$ cat config.mk
export PLATFORM = sky130hd
export DESIGN_NAME = alu_cmd_sequencer
export DESIGN_NICKNAME = d
export VERILOG_FILES = /design/src/rtl/alu_seq_pkg.sv /design/src/rtl/alu_cmd_fifo.sv /design/src/rtl/alu_cmd_sequencer.sv
export SDC_FILE = /design/constraint.sdc
export NUM_CORES = 1
export LEC_CHECK = 0
export ABC_AREA = 0
export BUFFER_PORTS_ARGS = -buffer_cell sky130_fd_sc_hd__buf_2
export CAP_MARGIN = 30
export CORE_ASPECT_RATIO = 1.25
export CORE_UTILIZATION = 40
export CTS_BUF_LIST = sky130_fd_sc_hd__clkbuf_16
export DETAILED_ROUTE_END_ITERATION = 8
export PLACE_DENSITY = 0.69
export SETUP_SLACK_MARGIN = 0.4
export SLEW_MARGIN = 20
export SYNTH_ARGS = -nofsm -noshare
export SYNTH_HDL_FRONTEND = slang
export SYNTH_SLANG_ARGS = --single-unit
$ cat constraint.sdc
create_clock -name clk -period 2.65 [get_ports clk]
set_input_delay 0.1325 -clock clk [delete_from_list [all_inputs] [get_ports clk]]
set_output_delay 0.1325 -clock clk [all_outputs]
set_load 0.03 [all_outputs]
$ cat src/rtl/alu_seq_pkg.sv
// Shared types for the ALU command sequencer: FSM state encoding and the default-width command record.
package alu_seq_pkg;

  localparam int N_DEF = 4;

  typedef enum logic [1:0] {IDLE, ISSUE, CAPTURE, RESP} seq_state_t;

  typedef struct packed {
    logic [N_DEF-1:0] op1;
    logic [N_DEF-1:0] op2;
    logic [3:0]       sel;
  } alu_cmd_t;

endpackage

$ cat src/rtl/alu_cmd_fifo.sv
// Synchronous FIFO of packed ALU commands; pointers wrap modulo DEPTH, count separates full from empty.
module alu_cmd_fifo #(
  parameter int W     = $bits(alu_seq_pkg::alu_cmd_t),
  parameter int DEPTH = 4
) (
  input  logic                     clk,
  input  logic                     reset,
  input  logic                     push,
  input  logic [W-1:0]             din,
  input  logic                     pop,
  output logic [W-1:0]             dout,
  output logic [$clog2(DEPTH):0]   count,
  output logic                     full,
  output logic                     empty
);

  localparam int AW = $clog2(DEPTH);
  localparam logic [AW:0] FULL_CNT = DEPTH[AW:0];

  logic [W-1:0]  mem [DEPTH];
  logic [AW-1:0] wr_ptr;
  logic [AW-1:0] rd_ptr;
  logic          push_ok;
  logic          pop_ok;

  assign full    = (count == FULL_CNT);
  assign empty   = (count == '0);
  assign push_ok = push && !full;
  assign pop_ok  = pop && !empty;
  assign dout    = mem[rd_ptr];

  always_ff @(posedge clk or posedge reset) begin
    if (reset) begin
      wr_ptr <= '0;
      rd_ptr <= '0;
      count  <= '0;
    end else begin
      if (push_ok) wr_ptr <= wr_ptr + 1'b1;
      if (pop_ok)  rd_ptr <= rd_ptr + 1'b1;
      count <= count + (AW+1)'(push_ok) - (AW+1)'(pop_ok);
    end
  end

  // Storage carries data only, so it is left out of reset.
  always_ff @(posedge clk) begin
    if (push_ok) mem[wr_ptr] <= din;
  end

endmodule

$ cat src/rtl/alu_cmd_sequencer.sv
// Buffers ALU commands, issues them one at a time to alu_top and returns each registered result.
// Optional macro ALU_SEQ_STATS_EN adds saturating done_count / stall_count outputs.
module alu_cmd_sequencer
  import alu_seq_pkg::*;
#(
  parameter int N     = N_DEF,
  parameter int DEPTH = 4
) (
  input  logic                   clk,
  input  logic                   reset,
  input  logic                   cmd_valid,
  output logic                   cmd_ready,
  input  logic [N-1:0]           cmd_op1,
  input  logic [N-1:0]           cmd_op2,
  input  logic [3:0]             cmd_sel,
  output logic [N-1:0]           alu_operand1,
  output logic [N-1:0]           alu_operand2,
  output logic [3:0]             alu_select,
  input  logic [2*N-1:0]         alu_result,
  output logic                   rsp_valid,
  input  logic                   rsp_ready,
  output logic [2*N-1:0]         rsp_result,
`ifdef ALU_SEQ_STATS_EN
  output logic [15:0]            done_count,
  output logic [15:0]            stall_count,
`endif
  output logic [$clog2(DEPTH):0] fifo_count
);

  typedef struct packed {
    logic [N-1:0] op1;
    logic [N-1:0] op2;
    logic [3:0]   sel;
  } cmd_t;

  seq_state_t state;
  cmd_t       push_cmd;
  cmd_t       head;
  logic       full;
  logic       empty;
  logic       push;
  logic       pop;

  assign push_cmd  = '{op1: cmd_op1, op2: cmd_op2, sel: cmd_sel};
  assign cmd_ready = !full;
  assign push      = cmd_valid && cmd_ready;
  // Head is taken whenever the FSM is free to start a new command.
  assign pop       = !empty && ((state == IDLE) || (state == RESP && rsp_ready));

  alu_cmd_fifo #(
    .W     ($bits(cmd_t)),
    .DEPTH (DEPTH)
  ) u_fifo (
    .clk   (clk),
    .reset (reset),
    .push  (push),
    .din   (push_cmd),
    .pop   (pop),
    .dout  (head),
    .count (fifo_count),
    .full  (full),
    .empty (empty)
  );

  always_ff @(posedge clk or posedge reset) begin
    if (reset) begin
      state        <= IDLE;
      alu_operand1 <= '0;
      alu_operand2 <= '0;
      alu_select   <= '0;
      rsp_valid    <= 1'b0;
      rsp_result   <= '0;
    end else begin
      case (state)
        IDLE: begin
          if (pop) begin
            alu_operand1 <= head.op1;
            alu_operand2 <= head.op2;
            alu_select   <= head.sel;
            state        <= ISSUE;
          end
        end
        ISSUE: state <= CAPTURE;
        CAPTURE: begin
          rsp_result <= alu_result;
          rsp_valid  <= 1'b1;
          state      <= RESP;
        end
        RESP: begin
          if (rsp_ready) begin
            rsp_valid <= 1'b0;
            if (pop) begin
              alu_operand1 <= head.op1;
              alu_operand2 <= head.op2;
              alu_select   <= head.sel;
              state        <= ISSUE;
            end else begin
              state <= IDLE;
            end
          end
        end
        default: state <= IDLE;
      endcase
    end
  end

`ifdef ALU_SEQ_STATS_EN
  function automatic logic [15:0] sat_inc(input logic [15:0] v);
    return (v == 16'hFFFF) ? v : v + 16'd1;
  endfunction

  always_ff @(posedge clk or posedge reset) begin
    if (reset) begin
      done_count  <= '0;
      stall_count <= '0;
    end else begin
      if (rsp_valid && rsp_ready)  done_count  <= sat_inc(done_count);
      if (cmd_valid && !cmd_ready) stall_count <= sat_inc(stall_count);
    end
  end
`endif

endmodule

==> flow_summary_export.csv, run 1 <==
group,metric,value,unit
status,status,"finished, final reports clean",
place,place_hpwl,3322,um
worst_setup_path,crit_path_end_kind,"flip-flop",
place,gp_congestion,0.7363,
timing,rsz0062_at_grt,"no",
synth,synth_nets,200,
worst_hold_path,whs_endpoint,"u_fifo.mem[3][3]$_DFFE_PP_",
timing,period_share,0.7969,
finish,diodes,0,
power,power_leakage,1.568,nW
drt,drc,0,
power,p_clk_frac,0.251,
synth,yosysWarnings,0,
timing,slew_violations,0,
floorplan,die_y,101.6,um
drt,dr.pass1.iters,4,
floorplan,placementRows,35,
timing,skew,4.099,ps
synth,syn_area_per_cell,19.23,um^2
clocking,htreeDepth,3,
drt,detail_route.iter0.violations,58,
clocking,clkLatencyLatePin,330,ps
floorplan,core_area,7532,um^2
synth,async_flop_share,0.3846,
timing,setup-tns-final,0,ps
clocking,cts_setup_buffers,0,
timing,hold_violations,0,
power,net-switching-power,1.753,mW
timing,slew_headroom,0.5461,
power,power_density,1341,nW/um^2
worst_setup_path,r2r-end,"u_fifo.count[2]$_DFF_PP0_",
floorplan,die_area,8295,um^2
drt,vias,1578,
drt,wl,5085,um
finish,final_core_util,0.5136,
finish,drive_gt1_frac,0.4737,
synth,yosysUniqueCellTypes,30,
power,ir_drop,0.4996,mV
global_routing,grt_pass1_vias,1651,
worst_setup_path,critical_path_class,"reg2reg",
synth,synth_edf_count,48,
worst_setup_path,cp_max_fo,5,
worst_setup_path,reg2reg_slack,540,ps
drt,vias_per_cell,4.931,
synth,ys_seq_elements,78,
power,intPower,3.433,mW
synth,syn_inst,165,
global_routing,gr-total-overflow,0,
global_routing,grt_first_pass_wirelength,8066,um
drt,ant_nets,0,
worst_setup_path,r2r_cells,11,
finish,syn2layout_area_growth,21.92,%
timing,final-setup-viol-count,0,
worst_hold_path,hold_class,"in2reg",
clocking,cts.sinks,78,
global_routing,grt_usage,0.1395,
worst_hold_path,worstHoldStart,"cmd_sel[3]",
power,sequentialPowerShare,0.383,
clocking,clk_transition_reported_paths,60,ps
worst_hold_path,holdPathStages,1,
floorplan,io-pin-count,49,
drt,wl_per_cell,15.89,um
power,swShare,0.3380,
clocking,cts_tree,"yes",
timing,tightest_slew,680.9,ps
timing,fmax,473.5,MHz
worst_setup_path,crit_arrival,2320,ps
clocking,root_buffer,"clkbuf_16",
synth,ys_dominant_reg_cell,"edfxtp_1",
clocking,clk_path_buf_depth,2,
worst_setup_path,regToRegStartpoint,"state[0]$_DFFE_PP0P_",
worst_setup_path,critPathRequiredTime,2850,ps
clocking,cts_buffers,9,
floorplan,start_util,0.4213,
power,p_comb_frac,0.366,
floorplan,die_w,81.66,um
timing,fin_crit,2112,ps
synth,yosysSeqAreaShare,0.6909,
synth,netlist_area,3173,um^2
place,portBuffers,48,
global_routing,antenna_found_initial,0,
flow_run,drv_cap,0,
global_routing,grt_max_degree,31,
worst_setup_path,start_kind,"flip-flop",
finish,fin_nets,258,
-- worst max-delay path by stage --
stage	startpoint	to	cells past startpoint
finish	state[0]$_DFFE_PP0P_	u_fifo.count[2]$_DFF_PP0_	11
global route	state[0]$_DFFE_PP0P_	u_fifo.count[2]$_DFF_PP0_	11
CTS	state[0]$_DFFE_PP0P_	u_fifo.count[2]$_DFF_PP0_	11
detailed placement	state[1]$_DFFE_PP0P_	u_fifo.count[2]$_DFF_PP0_	10
global placement	state[1]$_DFFE_PP0P_	u_fifo.count[2]$_DFF_PP0_	10
floorplan	u_fifo.count[1]$_DFF_PP0_	u_fifo.count[2]$_DFF_PP0_	9
-- power by group through the flow --
stage                     sequential, mW  combinational (mW)  clock, mW
final                               1.99                1.90       1.30
after detailed placement            2.02                1.87          0
after global placement              2.00                1.83          0
after CTS                           2.00                1.89       1.34
after floorplan                     2.29                1.16          0
after global routing                2.05                2.08       1.39
-- state kept, by name, summed over array words and instances (netlist names) --
register / cells
alu_operand1: 4
alu_operand2: 4
rsp_result: 8
u_fifo.rd_ptr: 2
rsp_valid: 1
u_fifo.wr_ptr: 2
u_fifo.count: 3
u_fifo.mem: 48
alu_select: 4
state: 2
-- final cells by class --
type	count	area [um^2]
clock buffer	9	225.2
clock inverter	7	98.84
fill	640	3664
inverter	10	37.54
multi-input combinational	72	925.9
sequential	78	2193
tap	92	115.1
timing repair buffer	52	272.8
-- cells by family after synthesis --
family	count (synthesis)	synth area share
compound gates	7	0.01656
xor+xnor	5	0.01380
fa+ha+maj	11	0.04574
buf+inv	15	0.02642
flops	78	0.6909
mux	35	0.1806
simple gates	14	0.02603
-- per-layer routing --
layer | vias up | wire length, um | global-route usage
met1 | 789 | 1996 | 0.1497
met2 | 39 | 2761 | 0.2449
met3 | 10 | 204 | 0.02973
li1 | 740 | - | -
met5 | - | 0 | 0
met4 | 0 | 124 | 0.08907
-- cells in the mapped netlist (all sizes together), types with 2 or more instances --
library cell / instances / area share
edfxtp: 48 / 0.45
dfrtp: 30 / 0.24
mux2: 22 / 0.088
mux4: 12 / 0.090
ha: 10 / 0.039
inv: 10 / 0.012
nor2: 5 / 0.0059
and2: 4 / 0.0079
buf: 4 / 0.013
xnor2: 3 / 0.0083
a21oi: 2 / 0.0032
nor3: 2 / 0.0067
xor2: 2 / 0.0055
-- timing repair --
item	4_1_cts	5_1_grt
pin swaps	0	1
endpoints found under the hold margin	30	0
gates resized for setup	2	8
hold buffers	1	0
setup endpoints to repair	1	1
-- through the flow --
step / hold WS, ps / setup slack, ps / instances / power (mW) / cell area, um^2
6_report: 21.68 / 538.1 / 320 / 5.186 / 3869
5_1_grt: 13.38 / 405.0 / 320 / 5.523 / 3869
4_1_cts: 11.49 / 420.8 / 320 / 5.222 / 3845
3_5_place_dp: 241.9 / 413.7 / 303 / 3.892 / 3505
3_3_place_gp: 238.2 / 433.5 / 303 / 3.831 / 3505
2_1_floorplan: 223.3 / 463.2 / 165 / 3.446 / 3173
-- critical path, stage by stage, from the launching register on --
cell,delay [ps]
dfrtp_1,390
inv_2,100
ha_2,240
a21oi_4,50
nor2_2,120
ha_1,240
inv_1,50
ha_1,130
inv_1,50
fa_2,340
xnor2_2,140
xnor2_1,130
-- placed cells by master (no fill, tap or decap), drive strengths merged --
cell          n
nor3b         1
nand2         1
xnor2         3
a22oi         1
nor3          2
clkbuf        9
a211o         1
dlygate4sd3   1
bufinv        2
clkinvlp      1
a21boi        1
dfrtp        30
nor2          5
and2          4
clkinv        4
nor2b         1
mux2         22
edfxtp       48
a21oi         2
fa            1
o31a          1
o22ai         1
buf          51
ha           10
mux4         12
inv          10
xor2          2
mux2i         1
(Power assumes the default switching activity.)
==> inputs of run 2 (changes only) <==
--- a/config.mk
+++ b/config.mk
@@ -12,7 +12,7 @@
 export CORE_UTILIZATION = 40
 export CTS_BUF_LIST = sky130_fd_sc_hd__clkbuf_16
 export DETAILED_ROUTE_END_ITERATION = 8
-export PLACE_DENSITY = 0.69
+export PLACE_DENSITY = 0.71
 export SETUP_SLACK_MARGIN = 0.4
 export SLEW_MARGIN = 20
 export SYNTH_ARGS = -nofsm -noshare
==> constraint.sdc (replaced) <==
create_clock -name clk -period 1.9 [get_ports clk]
set_input_delay 0.095 -clock clk [delete_from_list [all_inputs] [get_ports clk]]
set_output_delay 0.095 -clock clk [all_outputs]
set_load 0.03 [all_outputs]
==> flow_summary_export.csv, run 2 (same netlist as run 1, synthesis figures left out) <==
group,metric,value,unit
clocking,htreeDepth,3,
floorplan,start_util,0.4213,
finish,regMostFlops,"u_fifo.mem",
worst_setup_path,critical_path_class,"reg2reg",
worst_setup_path,crit_chain,"inv_2 > ha_4 > a21oi_4 > nor2_4 > ha_4 > inv_2 > ha_4 > inv_2 > fa_2 > xnor2_2 > xnor2_1",
timing,setup_slack,-208.7,ps
drt,detail_route.iter0.violations,91,
finish,final_core_util,0.5844,
finish,fin_nets,304,
worst_setup_path,cp_max_fo,4,
drt,vias_per_cell,4.902,
worst_setup_path,slowest_stage,"dfrtp_2",
timing,slew_headroom,0.6315,
timing,period_share,1.110,
finish,diodes,0,
power,intPower,5.265,mW
worst_hold_path,hold_class,"in2reg",
place,place_area,3656,um^2
finish,final_cell_mix,"buf_2 (48), edfxtp_1 (48), dfrtp_1 (26)",
global_routing,grt_pass1_vias,1889,
worst_setup_path,cpPeakStageDelay,410,ps
finish,fin_cells,366,
timing,skew,7.309,ps
finish,reg_top3,"u_fifo.mem (48), rsp_result (8)",
worst_setup_path,crit_family,"adder cells",
finish,largest_register_ffs,48,
power,ir_drop,0.7988,mV
power,swShare,0.3430,
global_routing,grt_first_pass_wirelength,9025,um
floorplan,die_w,81.66,um
global_routing,grt_usage,0.1569,
power,sequentialPowerShare,0.338,
floorplan,core_area,7532,um^2
clocking,clkLatencyLatePin,330,ps
timing,setup-tns-final,-276.5,ps
timing,rsz0062_at_grt,"yes",
drt,dr.pass1.iters,4,
place,dp_cells,317,
power,finalPower,8.014,mW
drt,ant_nets,0,
clocking,cts_buffers,9,
flow_run,drv_cap,0,
clocking,clk_path_buf_depth,2,
worst_setup_path,critPathRequiredTime,2140,ps
power,p_clk_frac,0.207,
finish,syn2layout_area_growth,38.72,%
drt,drc,0,
finish,drive_gt1_frac,0.5474,
timing,slew_violations,0,
place,dp_slack,-215.4,ps
floorplan,die_area,8295,um^2
status,violations,"negative setup slack",
timing,fin_crit,2109,ps
floorplan,die_y,101.6,um
worst_setup_path,worstPathBufferInverterCount,3,
finish,final_cell_area,4402,um^2
place,portBuffers,48,
power,net-switching-power,2.749,mW
place,gp_congestion,0.7188,
worst_setup_path,crit_arrival,2350,ps
drt,wl,5985,um
clocking,clk_transition_reported_paths,60,ps
drt,wl_per_cell,16.35,um
worst_setup_path,start_kind,"flip-flop",
power,power_density,1821,nW/um^2
power,power_leakage,1.811,nW
power,p_comb_frac,0.455,
floorplan,io-pin-count,49,
timing,tightest_slew,552.8,ps
timing,final-setup-viol-count,2,
timing,hold_violations,0,
global_routing,grt_max_degree,31,
worst_setup_path,crit_path_end_kind,"flip-flop",
floorplan,placementRows,35,
global_routing,antenna_found_initial,0,
status,status,"finished with violations",
drt,vias,1794,
timing,fmax,474.2,MHz
place,place_hpwl,3611,um
clocking,cts.sinks,78,
clocking,root_buffer,"clkbuf_16",
global_routing,gr-total-overflow,0,
timing,whs,85.42,ps
clocking,cts_tree,"yes",
-- run 2: cell types whose count changed in the layout (fill, tap and decap cells not counted), moves of 4 or more --
cell	before	now
and2_4	0	8
and2_1	4	0
ha_4	0	4
mux2_2	14	9
buf_4	3	14
mux2_4	8	13
dlygate4sd3_1	1	21
buf_6	0	10
-- run 2: worst reg2reg max path, stage by stage (launching register included) --
cell     delay, ps
dfrtp_2        410
inv_2           70
ha_4           170
a21oi_4        160
nor2_4          60
ha_4           210
inv_2           60
ha_4           120
inv_2           30
fa_2           390
xnor2_2        160
xnor2_1        180
-- run 2: final timing paths --
check / from / endpoint / slack (ps) / cells past startpoint
min in group asynchronous: reset / alu_operand1[3]$_DFFE_PP0P_ / 380 / 4
worst max-delay path: state[1]$_DFFE_PP0P_ / u_fifo.count[2]$_DFF_PP0_ / -210 / 11
max in group asynchronous: reset / u_fifo.count[1]$_DFF_PP0_ / 1200 / 4
worst max register to register: state[1]$_DFFE_PP0P_ / u_fifo.count[2]$_DFF_PP0_ / -210 / 11
worst min register to register: rsp_result[6]$_DFFE_PP0P_ / rsp_result[6]$_DFFE_PP0P_ / 500 / 1
worst min-delay path: rsp_ready / rsp_valid$_DFFE_PP0P_ / 90 / 2
-- run 2: cell type report --
cell class | instances | area (um^2)
Tap cell | 92 | 115.1
Timing Repair Buffer | 94 | 683.2
Clock buffer | 9 | 225.2
Clock inverter | 7 | 67.56
Inverter | 10 | 37.54
Multi-Input combinational cell | 76 | 1076
Fill cell | 572 | 3131
Sequential cell | 78 | 2197
-- run 2: metal layers --
metal  global-route usage  part of all wire  up-vias
li1                     -                 -      833
met1               0.1674              0.38      905
met2               0.2686              0.55       43
met3              0.04595             0.036       13
met4              0.09852             0.029        0
met5                    0                 0        -
-- run 2: repair_timing --
item,4_1_cts,5_1_grt
pin swaps,7,7
resized for setup,21,21
setup buffers,5,3
cloned,4,0
hold buffers,21,0
endpoints found under the hold margin,86,0
setup endpoints to repair,72,65
-- run 2: power by group through the flow --
stage	registers, mW	logic [mW]	clock network (mW)
after global routing	2.77	3.93	1.75
final	2.71	3.65	1.66
after global placement	2.72	2.94	0
after CTS	2.71	3.42	1.69
after floorplan	3.21	1.71	0
after detailed placement	2.74	3.02	0
